===== config.mk =====
export PLATFORM = sky130hd
export DESIGN_NAME = decimal_format_packer
export DESIGN_NICKNAME = d
export VERILOG_FILES = /design/src/rtl/decimal_fmt_pkg.sv /design/src/rtl/decimal_format_packer_dpd_declet_enc.sv /design/src/rtl/decimal_format_packer.sv
export SDC_FILE = /design/constraint.sdc
export NUM_CORES = 1
export LEC_CHECK = 0
export BUFFER_PORTS_ARGS = -buffer_cell sky130_fd_sc_hd__clkbuf_2
export CORE_MARGIN = 2
export CORE_UTILIZATION = 48
export CTS_CLUSTER_DIAMETER = 100
export DETAILED_ROUTE_END_ITERATION = 10
export GPL_TIMING_DRIVEN = 0
export PLACE_DENSITY = 0.75
export REMOVE_ABC_BUFFERS = 1
export SYNTH_ARGS = -nofsm -noshare
export SYNTH_HDL_FRONTEND = slang
export SYNTH_SLANG_ARGS = --single-unit

===== constraint.sdc =====
create_clock -name clk -period 1.5 [get_ports clk]
set_input_delay 0 -clock clk [delete_from_list [all_inputs] [get_ports clk]]
set_output_delay 0 -clock clk [all_outputs]
set_load 0.02 [all_outputs]

===== src/rtl/decimal_fmt_pkg.sv =====
// Shared definitions for the decimal interchange-format packer: per-format
// sizing helpers, the special-value code, combination-field constants and
// the packer FSM state type.
package decimal_fmt_pkg;

    // BCD significand digits for a given interchange width (decimal32 / decimal64)
    function automatic int unsigned fmtDigits(input int unsigned fmtW);
        return (fmtW == 64) ? 16 : 7;
    endfunction

    // Biased exponent width
    function automatic int unsigned fmtExpBits(input int unsigned fmtW);
        return (fmtW == 64) ? 10 : 8;
    endfunction

    // Exponent continuation width (exponent minus the two bits held in the combination field)
    function automatic int unsigned fmtContBits(input int unsigned fmtW);
        return fmtExpBits(fmtW) - 2;
    endfunction

    // Number of 10-bit declets following the combination and continuation fields
    function automatic int unsigned fmtDeclets(input int unsigned fmtW);
        return (fmtDigits(fmtW) - 1) / 3;
    endfunction

    typedef enum logic [1:0] {
        SPEC_FINITE = 2'b00,
        SPEC_INF    = 2'b01,
        SPEC_QNAN   = 2'b10,
        SPEC_SNAN   = 2'b11
    } special_e;

    localparam logic [4:0] COMB_INF = 5'b11110;
    localparam logic [4:0] COMB_NAN = 5'b11111;

    typedef enum logic [1:0] {
        ST_IDLE = 2'b00,
        ST_ENC  = 2'b01,
        ST_DONE = 2'b10
    } state_e;

endpackage


===== src/rtl/decimal_format_packer_dpd_declet_enc.sv =====
// Combinational densely-packed-decimal encoder: three BCD digits in,
// one canonical 10-bit declet out, plus a flag for any nibble above 9.
module dpd_declet_enc (
    input  logic [11:0] bcd_i,
    output logic [9:0]  dpd_o,
    output logic        invalid_o
);

    logic a, b, c, d, e, f, g, h, i, j, k, m;

    assign {a, b, c, d} = bcd_i[11:8];
    assign {e, f, g, h} = bcd_i[7:4];
    assign {i, j, k, m} = bcd_i[3:0];

    assign invalid_o = (bcd_i[11:8] > 4'd9) || (bcd_i[7:4] > 4'd9) || (bcd_i[3:0] > 4'd9);

    // Select the declet layout from which digits are large (8/9); unused bits stay zero so the output is canonical
    always_comb begin
        dpd_o = 10'd0;
        case ({a, e, i})
            3'b000: dpd_o = {b, c, d, f, g, h, 1'b0, j, k, m};
            3'b001: dpd_o = {b, c, d, f, g, h, 1'b1, 1'b0, 1'b0, m};
            3'b010: dpd_o = {b, c, d, j, k, h, 1'b1, 1'b0, 1'b1, m};
            3'b011: dpd_o = {b, c, d, 1'b1, 1'b0, h, 1'b1, 1'b1, 1'b1, m};
            3'b100: dpd_o = {j, k, d, f, g, h, 1'b1, 1'b1, 1'b0, m};
            3'b101: dpd_o = {f, g, d, 1'b0, 1'b1, h, 1'b1, 1'b1, 1'b1, m};
            3'b110: dpd_o = {j, k, d, 1'b0, 1'b0, h, 1'b1, 1'b1, 1'b1, m};
            default: dpd_o = {1'b0, 1'b0, d, 1'b1, 1'b1, h, 1'b1, 1'b1, 1'b1, m};
        endcase
    end

endmodule


===== src/rtl/decimal_format_packer.sv =====
// Packs a sign, biased exponent and BCD significand into an IEEE 754-2008
// DPD decimal32/decimal64 word, one declet per cycle through a single
// shared encoder. Special-value inputs (infinity, qNaN, sNaN) are honoured
// only when DECIMAL_PACKER_SPECIAL_EN is defined; otherwise in_special is
// ignored and only overflow / invalid-digit handling remains.
module decimal_format_packer
    import decimal_fmt_pkg::*;
#(
    parameter int unsigned FMT_W = 32
) (
    input  logic                              clk,
    input  logic                              rst_n,
    input  logic                              in_valid,
    output logic                              in_ready,
    input  logic                              in_sign,
    input  logic [fmtExpBits(FMT_W)-1:0]      in_exp,
    input  logic [4*fmtDigits(FMT_W)-1:0]     in_bcd,
    input  logic [1:0]                        in_special,
    output logic                              out_valid,
    input  logic                              out_ready,
    output logic [FMT_W-1:0]                  out_data,
    output logic [1:0]                        out_flags
);

    localparam int unsigned P      = fmtDigits(FMT_W);
    localparam int unsigned EW     = fmtExpBits(FMT_W);
    localparam int unsigned ECW    = fmtContBits(FMT_W);
    localparam int unsigned N      = fmtDeclets(FMT_W);
    localparam int unsigned DIG_W  = 12 * N;
    localparam int unsigned DECL_W = 10 * N;
    localparam int unsigned IDX_W  = $clog2(N) + 1;

    state_e              state_q;
    logic                in_ready_q;
    logic                out_valid_q;
    logic [FMT_W-1:0]    out_data_q;
    logic [1:0]          out_flags_q;

    logic                sign_q;
    logic [EW-1:0]       exp_q;
    logic [3:0]          msd_q;
    logic [DIG_W-1:0]    digits_q;
    logic [IDX_W-1:0]    idx_q;
    logic [DECL_W-1:0]   declAcc_q;
    logic                invAcc_q;

    logic [DECL_W-1:0]   declAcc_d;
    logic                invAcc_d;
    logic [FMT_W-1:0]    result_d;
    logic [1:0]          flags_d;
    logic [4:0]          combField;
    logic                msdInvalid;
    logic [9:0]          encDpd;
    logic                encInvalid;

`ifdef DECIMAL_PACKER_SPECIAL_EN
    special_e            special_q;
`else
    logic                unusedSpecial;
    assign unusedSpecial = ^in_special;
`endif

    assign in_ready  = in_ready_q;
    assign out_valid = out_valid_q;
    assign out_data  = out_data_q;
    assign out_flags = out_flags_q;

    assign msdInvalid = (msd_q > 4'd9);

    // The lowest three remaining digits always sit at the bottom of the shift register
    dpd_declet_enc u_enc (
        .bcd_i     (digits_q[11:0]),
        .dpd_o     (encDpd),
        .invalid_o (encInvalid)
    );

    // Next accumulator contents and the final word as it would look if this ENC cycle is the last
    always_comb begin
        declAcc_d = {encDpd, declAcc_q[DECL_W-1:10]};
        invAcc_d  = invAcc_q | encInvalid | msdInvalid;
        combField = msd_q[3] ? {2'b11, exp_q[EW-1 -: 2], msd_q[0]}
                             : {exp_q[EW-1 -: 2], msd_q[2:0]};
        flags_d   = 2'b00;
        result_d  = {sign_q, combField, exp_q[ECW-1:0], declAcc_d};
        if (invAcc_d) begin
            result_d = {sign_q, COMB_NAN, {ECW{1'b0}}, {DECL_W{1'b0}}};
            flags_d  = 2'b10;
        end else if (exp_q[EW-1 -: 2] == 2'b11) begin
            result_d = {sign_q, COMB_INF, {ECW{1'b0}}, {DECL_W{1'b0}}};
            flags_d  = 2'b01;
        end
`ifdef DECIMAL_PACKER_SPECIAL_EN
        case (special_q)
            SPEC_INF: begin
                result_d = {sign_q, COMB_INF, {ECW{1'b0}}, {DECL_W{1'b0}}};
                flags_d  = 2'b00;
            end
            SPEC_QNAN: begin
                result_d = {sign_q, COMB_NAN, 1'b0, {(ECW-1){1'b0}}, declAcc_d};
                flags_d  = 2'b00;
            end
            SPEC_SNAN: begin
                result_d = {sign_q, COMB_NAN, 1'b1, {(ECW-1){1'b0}}, declAcc_d};
                flags_d  = 2'b00;
            end
            default: ;
        endcase
`endif
    end

    // Handshake FSM with registered ready/valid; the result and flags are captured together on entry to DONE
    always_ff @(posedge clk or negedge rst_n) begin
        if (!rst_n) begin
            state_q     <= ST_IDLE;
            in_ready_q  <= 1'b0;
            out_valid_q <= 1'b0;
            out_data_q  <= '0;
            out_flags_q <= '0;
            sign_q      <= 1'b0;
            exp_q       <= '0;
            msd_q       <= '0;
            digits_q    <= '0;
            idx_q       <= '0;
            declAcc_q   <= '0;
            invAcc_q    <= 1'b0;
`ifdef DECIMAL_PACKER_SPECIAL_EN
            special_q   <= SPEC_FINITE;
`endif
        end else begin
            case (state_q)
                ST_IDLE: begin
                    in_ready_q <= 1'b1;
                    if (in_valid && in_ready_q) begin
                        sign_q     <= in_sign;
                        exp_q      <= in_exp;
                        msd_q      <= in_bcd[4*P-1 -: 4];
                        digits_q   <= in_bcd[DIG_W-1:0];
                        idx_q      <= '0;
                        declAcc_q  <= '0;
                        invAcc_q   <= 1'b0;
`ifdef DECIMAL_PACKER_SPECIAL_EN
                        special_q  <= special_e'(in_special);
`endif
                        in_ready_q <= 1'b0;
                        state_q    <= ST_ENC;
                    end
                end
                ST_ENC: begin
                    digits_q  <= digits_q >> 12;
                    declAcc_q <= declAcc_d;
                    invAcc_q  <= invAcc_d;
                    if (idx_q == IDX_W'(N - 1)) begin
                        out_data_q  <= result_d;
                        out_flags_q <= flags_d;
                        out_valid_q <= 1'b1;
                        state_q     <= ST_DONE;
                    end else begin
                        idx_q <= idx_q + 1'b1;
                    end
                end
                ST_DONE: begin
                    if (out_ready) begin
                        out_valid_q <= 1'b0;
                        in_ready_q  <= 1'b1;
                        state_q     <= ST_IDLE;
                    end
                end
                default: begin
                    state_q <= ST_IDLE;
                end
            endcase
        end
    end

endmodule


## Word-level counts from Yosys, hierarchy flattened

Cells that the tools add are included.

- Reductions and logical operators: 15
- Bitwise operators: 2
- $lt $le $gt $ge: 4
- $add $sub $neg: 1
- Equality and inequality tests: 14
- Multiplexer cells: 25

Operators with widths:

| kind | number |
|---|---|
| $pmux W10 S7 | 1 |
| $mux W31 | 2 |
| $pmux W24 S2 | 1 |
| $pmux W20 S2 | 1 |
| $mux W24 | 1 |
| $mux W20 | 1 |
| $gt A4 B4 Y1 const B | 4 |
| $mux W2 | 6 |
| $eq A3 B3 Y1 const B | 3 |
| $reduce_and A3 Y1 | 3 |
| $ne A2 B2 Y1 const B | 4 |
| $reduce_and A2 Y1 | 4 |
| $eq A3 B2 Y1 const B | 2 |
| $mux W1 | 6 |
| $pmux W1 S2 | 3 |
| $pmux W2 S3 | 1 |
| $reduce_bool A2 Y1 | 3 |
| $mux W5 | 1 |
| $eq A2 B1 Y1 const B | 2 |
| $eq A2 B2 Y1 const B | 2 |
| $pmux W2 S2 | 1 |
| $eq A3 B1 Y1 const B | 1 |
| $logic_not A3 Y1 | 1 |
| $add A2 B1 Y2 const B | 1 |
| 4 further kinds | 6 |

- Bits in registers: 98
- Logic and storage cells: 73
- Bits of input ports: 43

## Logic depth before layout (Yosys ltp)

- Depth after elaboration: 6
- Gate-level depth with buffers: 8
- Mapped depth without buffers: 6

## By module

Synthesis repeated with hierarchy kept, for this count alone.

- Cell total of the unflattened synthesis: 391
- Area total of the unflattened synthesis: 3786.1 um2

By module, submodules not included:

| module | cells an instance | area an instance (um2) | times used | sequential area each (um2) |
|---|---|---|---|---|
| decimal_format_packer | 361 | 3580.9 | 1 | 2202.1 |
| dpd_declet_enc | 30 | 205.2 | 1 | 0.0 |

## Worst setup path before layout

No wires, ideal clock.

- Kind: reg2reg
- From: register in_ready_q, in the netlist in_ready
- To: register exp_q[7]
- Slack: -0.119 ns
- Clock period less this slack: 1.619 ns
- Buffers on the path: 1
- Arrival time: 1.494 ns
- Setup time: 0.125 ns
- Cell stages (with the launch flop): 5
- Cells stage by stage: dfrtp_1 > nand2_1 > nor3_4 > buf_2 > mux2_2

- Word-level cells in the longest chain between the ends: 2

Ends and longest elaborated chain:

| what | RTL line | text |
|---|---|---|
| start, declared | decimal_format_packer.sv:34 | `logic in_ready_q;` |
| start signal, assigned | decimal_format_packer.sv:115 | `in_ready_q <= 1'b0;` |
| start signal, assigned | decimal_format_packer.sv:132 | `in_ready_q <= 1'b1;` |
| start signal, assigned | decimal_format_packer.sv:144 | `in_ready_q <= 1'b0;` |
| $logic_and A1 B1 Y1 | decimal_format_packer.sv:133 | `if (in_valid && in_ready_q) begin` |
| $reduce_and A2 Y1 (no line) | - |  |
| end signal, assigned | decimal_format_packer.sv:135 | `exp_q <= in_exp;` |
| end, declared | decimal_format_packer.sv:40 | `logic [EW-1:0] exp_q;` |

No other way between the ends.
A chain may end at the register's enable or synchronous reset.

## Final worst setup path

- From: register idx_q[1]
- To: register out_data_q[28], in the netlist out_data[28]

- Word-level cells in the longest chain between the ends: 2

Ends and longest elaborated chain:

| what | RTL line | text |
|---|---|---|
| start, declared | decimal_format_packer.sv:43 | `logic [IDX_W-1:0] idx_q;` |
| start signal, assigned | decimal_format_packer.sv:158 | `idx_q <= idx_q + 1'b1;` |
| $eq A2 B1 Y1 | decimal_format_packer.sv:152 | `if (idx_q == IDX_W'(N - 1)) begin` |
| $reduce_and A2 Y1 (no line) | - |  |
| end signal, assigned | decimal_format_packer.sv:153 | `out_data_q <= result_d;` |
| end, declared | decimal_format_packer.sv:36 | `logic [FMT_W-1:0] out_data_q;` |

No other way between the ends.

==> reports/qor.csv <==
metric,value,unit
f_max,661,MHz
"top cells by count, synth","dfrtp_1 (88), a22o_1 (49), nand2_1 (27)",
violated checks,setup timing,
Synth Cell Area,3570,um2
share of the synthesized area in the top cell type,0.617,
die footprint,8140,um2
IO Count,79,
CTS tree,yes,
Die Height,90.2,um
Worst VDD drop,1.04,mV
Longest Clk Path Bufs,2,
"Hold Vio Cnt, Final",0,
worst rel slew slack,0.587,
min Tclk post-route,1510,ps
Hold WS,223,ps
Die Wd,90.2,um
CP peak stage delay,430,ps
post-route ant nets,0,
fraction of layout cells with a size suffix above 1,0.375,
Worst EP required,1730,ps
initial antenna violation count,0,
Leakage,2.42,nW
CP max stage cell,or3b_4,
# DRC,0,
clock skew,11.5,ps
Core Rows,31,
Tcrit/Tclk final,1.01,
placeable core area,7210,um2
Final WS setup,-13.7,ps
"Clk Latency, worst-skew pair",350,ps
Layout area overhead,40.4,%
RSZ-0062 raised after global routing,yes,
Post-synth EDFFs,0,
Critical Path AT,1750,ps
max cap viols,0,
Unique masters post-synth,39,
Internal Power,6.55,mW
Post-Synthesis Cells,283,
Flop pwr share,0.381,
Combinational Power Share,0.467,
largest net degree at the start of global routing,46,
status,"finished, violations left",
synthesized area per cell,12.6,um2
antenna cells,0,
HPWL after detailed placement,4.54,mm
HP Class,in2async,
clk slew on worst S/H paths,90,ps
placer congestion estimate,0.742,
sequential cell area fraction in the yosys report,0.617,
Crit Path Max Fanout,5,
TritonCTS buffer count,9,
max-slew violation count,0,
sinks on the clock net,88,
Post-synth top flop,dfrtp_1,
post-layout net count,476,
Synth async-reset ratio,1.00,
Vias/cell,5.38,
post-layout util,0.694,
Synth area leaders,"dfrtp_1 (62%), a22o_1 (12%), mux2i_1 (3.9%)",
CTS Root Cell,clkbuf_8,
power share of the clock group,0.151,
Power Total,10.8,mW
Psw,4.27,mW
Switching Fraction,0.395,
TNS Setup,-15.9,ps
Worst Setup End Kind,flip-flop,
Pre-antenna DRT Iters,4,
Starting Density,0.495,
"count leader, synth",dfrtp_1,
PortBufs,76,
H-tree depth,3,
# setup viols final,2,
Ys Warns,0,
pre-CTS setup slack,-1060,ps
critical path type,reg2reg,
Critical Path Start Type,flip-flop,
Seq cells post-synth,88,
Tot GR Track Use,0.230,
PwrDens,2160,nW/um2
via count,2883,
first-pass GRT wire length,14.7,mm
total congestion overflow,0,
"area leader, netlist",dfrtp_1,
slew at the pin closest to its max-slew limit,619,ps
routed len/inst,16.8,um
cells along the critical path,inv_2 -> ha_4 -> buf_12 -> nand2_8 -> or3b_4 -> o22a_1,
initial drt markers,159,
vias in the first global route,2882,
routed wire length,9.02,mm
-- metal layers --
layer | wire length (um) | part of all wire | global-route usage
met1 | 3880 | 0.43 | 0.311
met2 | 4520 | 0.50 | 0.375
met3 | 475 | 0.053 | 0.0436
met4 | 143 | 0.016 | 0.0782
met5 | 0 | 0 | 0
-- cells by family (layout without fill, tap and decap cells) --
family | after synthesis | in the layout | share of synthesized area
AO/OA/AOI/OAI | 91 | 91 | 0.188
adder cells (fa/ha/maj) | 1 | 1 | 0.00351
buffers and inverters | 24 | 171 | 0.0358
flip-flops | 88 | 88 | 0.617
multiplexers | 25 | 25 | 0.0740
AND/OR/NAND/NOR | 54 | 61 | 0.0821
-- registers in the layout, summed over array words and instances (netlist names) --
signal and count:
invAcc_q 1, idx_q 2, out_valid 1, state_q 2, exp_q 8, msd_q 4
in_ready 1, sign_q 1, out_data 32, digits_q 24, out_flags 2, declAcc_q 10
-- what timing repair did --
item | CTS | global route
gates cloned | 6 | 1
gates resized for setup | 23 | 7
hold buffers | 39 | 0
hold endpoints to repair | 83 | 0
setup endpoints to repair | 87 | 49
pin swaps | 11 | 6
buffers inserted | 29 | 7
-- layout make-up --
type / count / area (um2)
clock buffers: 10 / 128
repair buffers: 151 / 1100
inverters: 4 / 15.0
flip-flops and latches: 88 / 2210
multi-input cells: 178 / 1360
clock inverters: 6 / 67.6
well taps: 99 / 124
fillers: 543 / 2200
-- through the flow --
| step | area (um2) | std cells |
|---|---|---|
| after floorplan | 3460 | 263 |
| after global placement | 3960 | 438 |
| after detailed placement | 3990 | 439 |
| after CTS | 4940 | 529 |
| after global routing | 5010 | 536 |
| final | 5010 | 536 |
-- path summary, 6_finish.rpt --
kind	to	cells after the start	slack, ps	from
min in group clk	msd_q[1]$_DFFE_PN0P_	6	270	in_valid
max	out_data[28]$_DFFE_PN0P_	6	-10	idx_q[1]$_DFFE_PN0P_
min reg2reg	out_data[31]$_DFFE_PN0P_	2	490	sign_q$_DFFE_PN0P_
min	out_data[6]$_DFFE_PN0P_	2	220	rst_n
max in group asynchronous	state_q[0]$_DFFE_PN0P_	3	630	rst_n
max reg2reg	out_data[28]$_DFFE_PN0P_	6	-10	idx_q[1]$_DFFE_PN0P_
-- cell usage in the layout, fill, tap and decap left out, types with 2 or more instances in the layout --
cell,count
nor2_1,6
o21ai_1,5
o21ai_0,22
buf_4,29
or2_4,3
dfrtp_2,6
dlygate4sd3_1,39
a22o_1,49
or3_1,2
nand2b_1,3
clkinvlp_4,2
o22a_1,3
inv_1,3
nand2_1,26
nor2b_4,2
mux2i_1,14
dfrtp_1,82
a21oi_1,3
inv_6,2
nor3_1,2
mux2_2,11
clkbuf_8,9
nor2_4,2
buf_12,2
clkbuf_2,75
a21oi_2,2
nor3_4,2
nand3b_1,2
buf_6,4
-- power by group through the flow --
stage / sequential [mW] / combinational [mW] / clock [mW]
after floorplan: 4.51 / 2.20 / 0
after global placement: 4.16 / 3.58 / 0
after detailed placement: 4.22 / 3.67 / 0
after CTS: 4.12 / 4.84 / 1.68
after global routing: 4.26 / 5.48 / 1.79
final: 4.13 / 5.05 / 1.64
-- critical path, delay by kind of cell (launching register included) --
family | cells | cell delay [ps]
flops | 1 | 390
compound gates | 1 | 180
buf+inv | 2 | 190
simple gates | 2 | 470
fa+ha+maj | 1 | 170
Note: power is estimated with default switching activity, not from simulation.
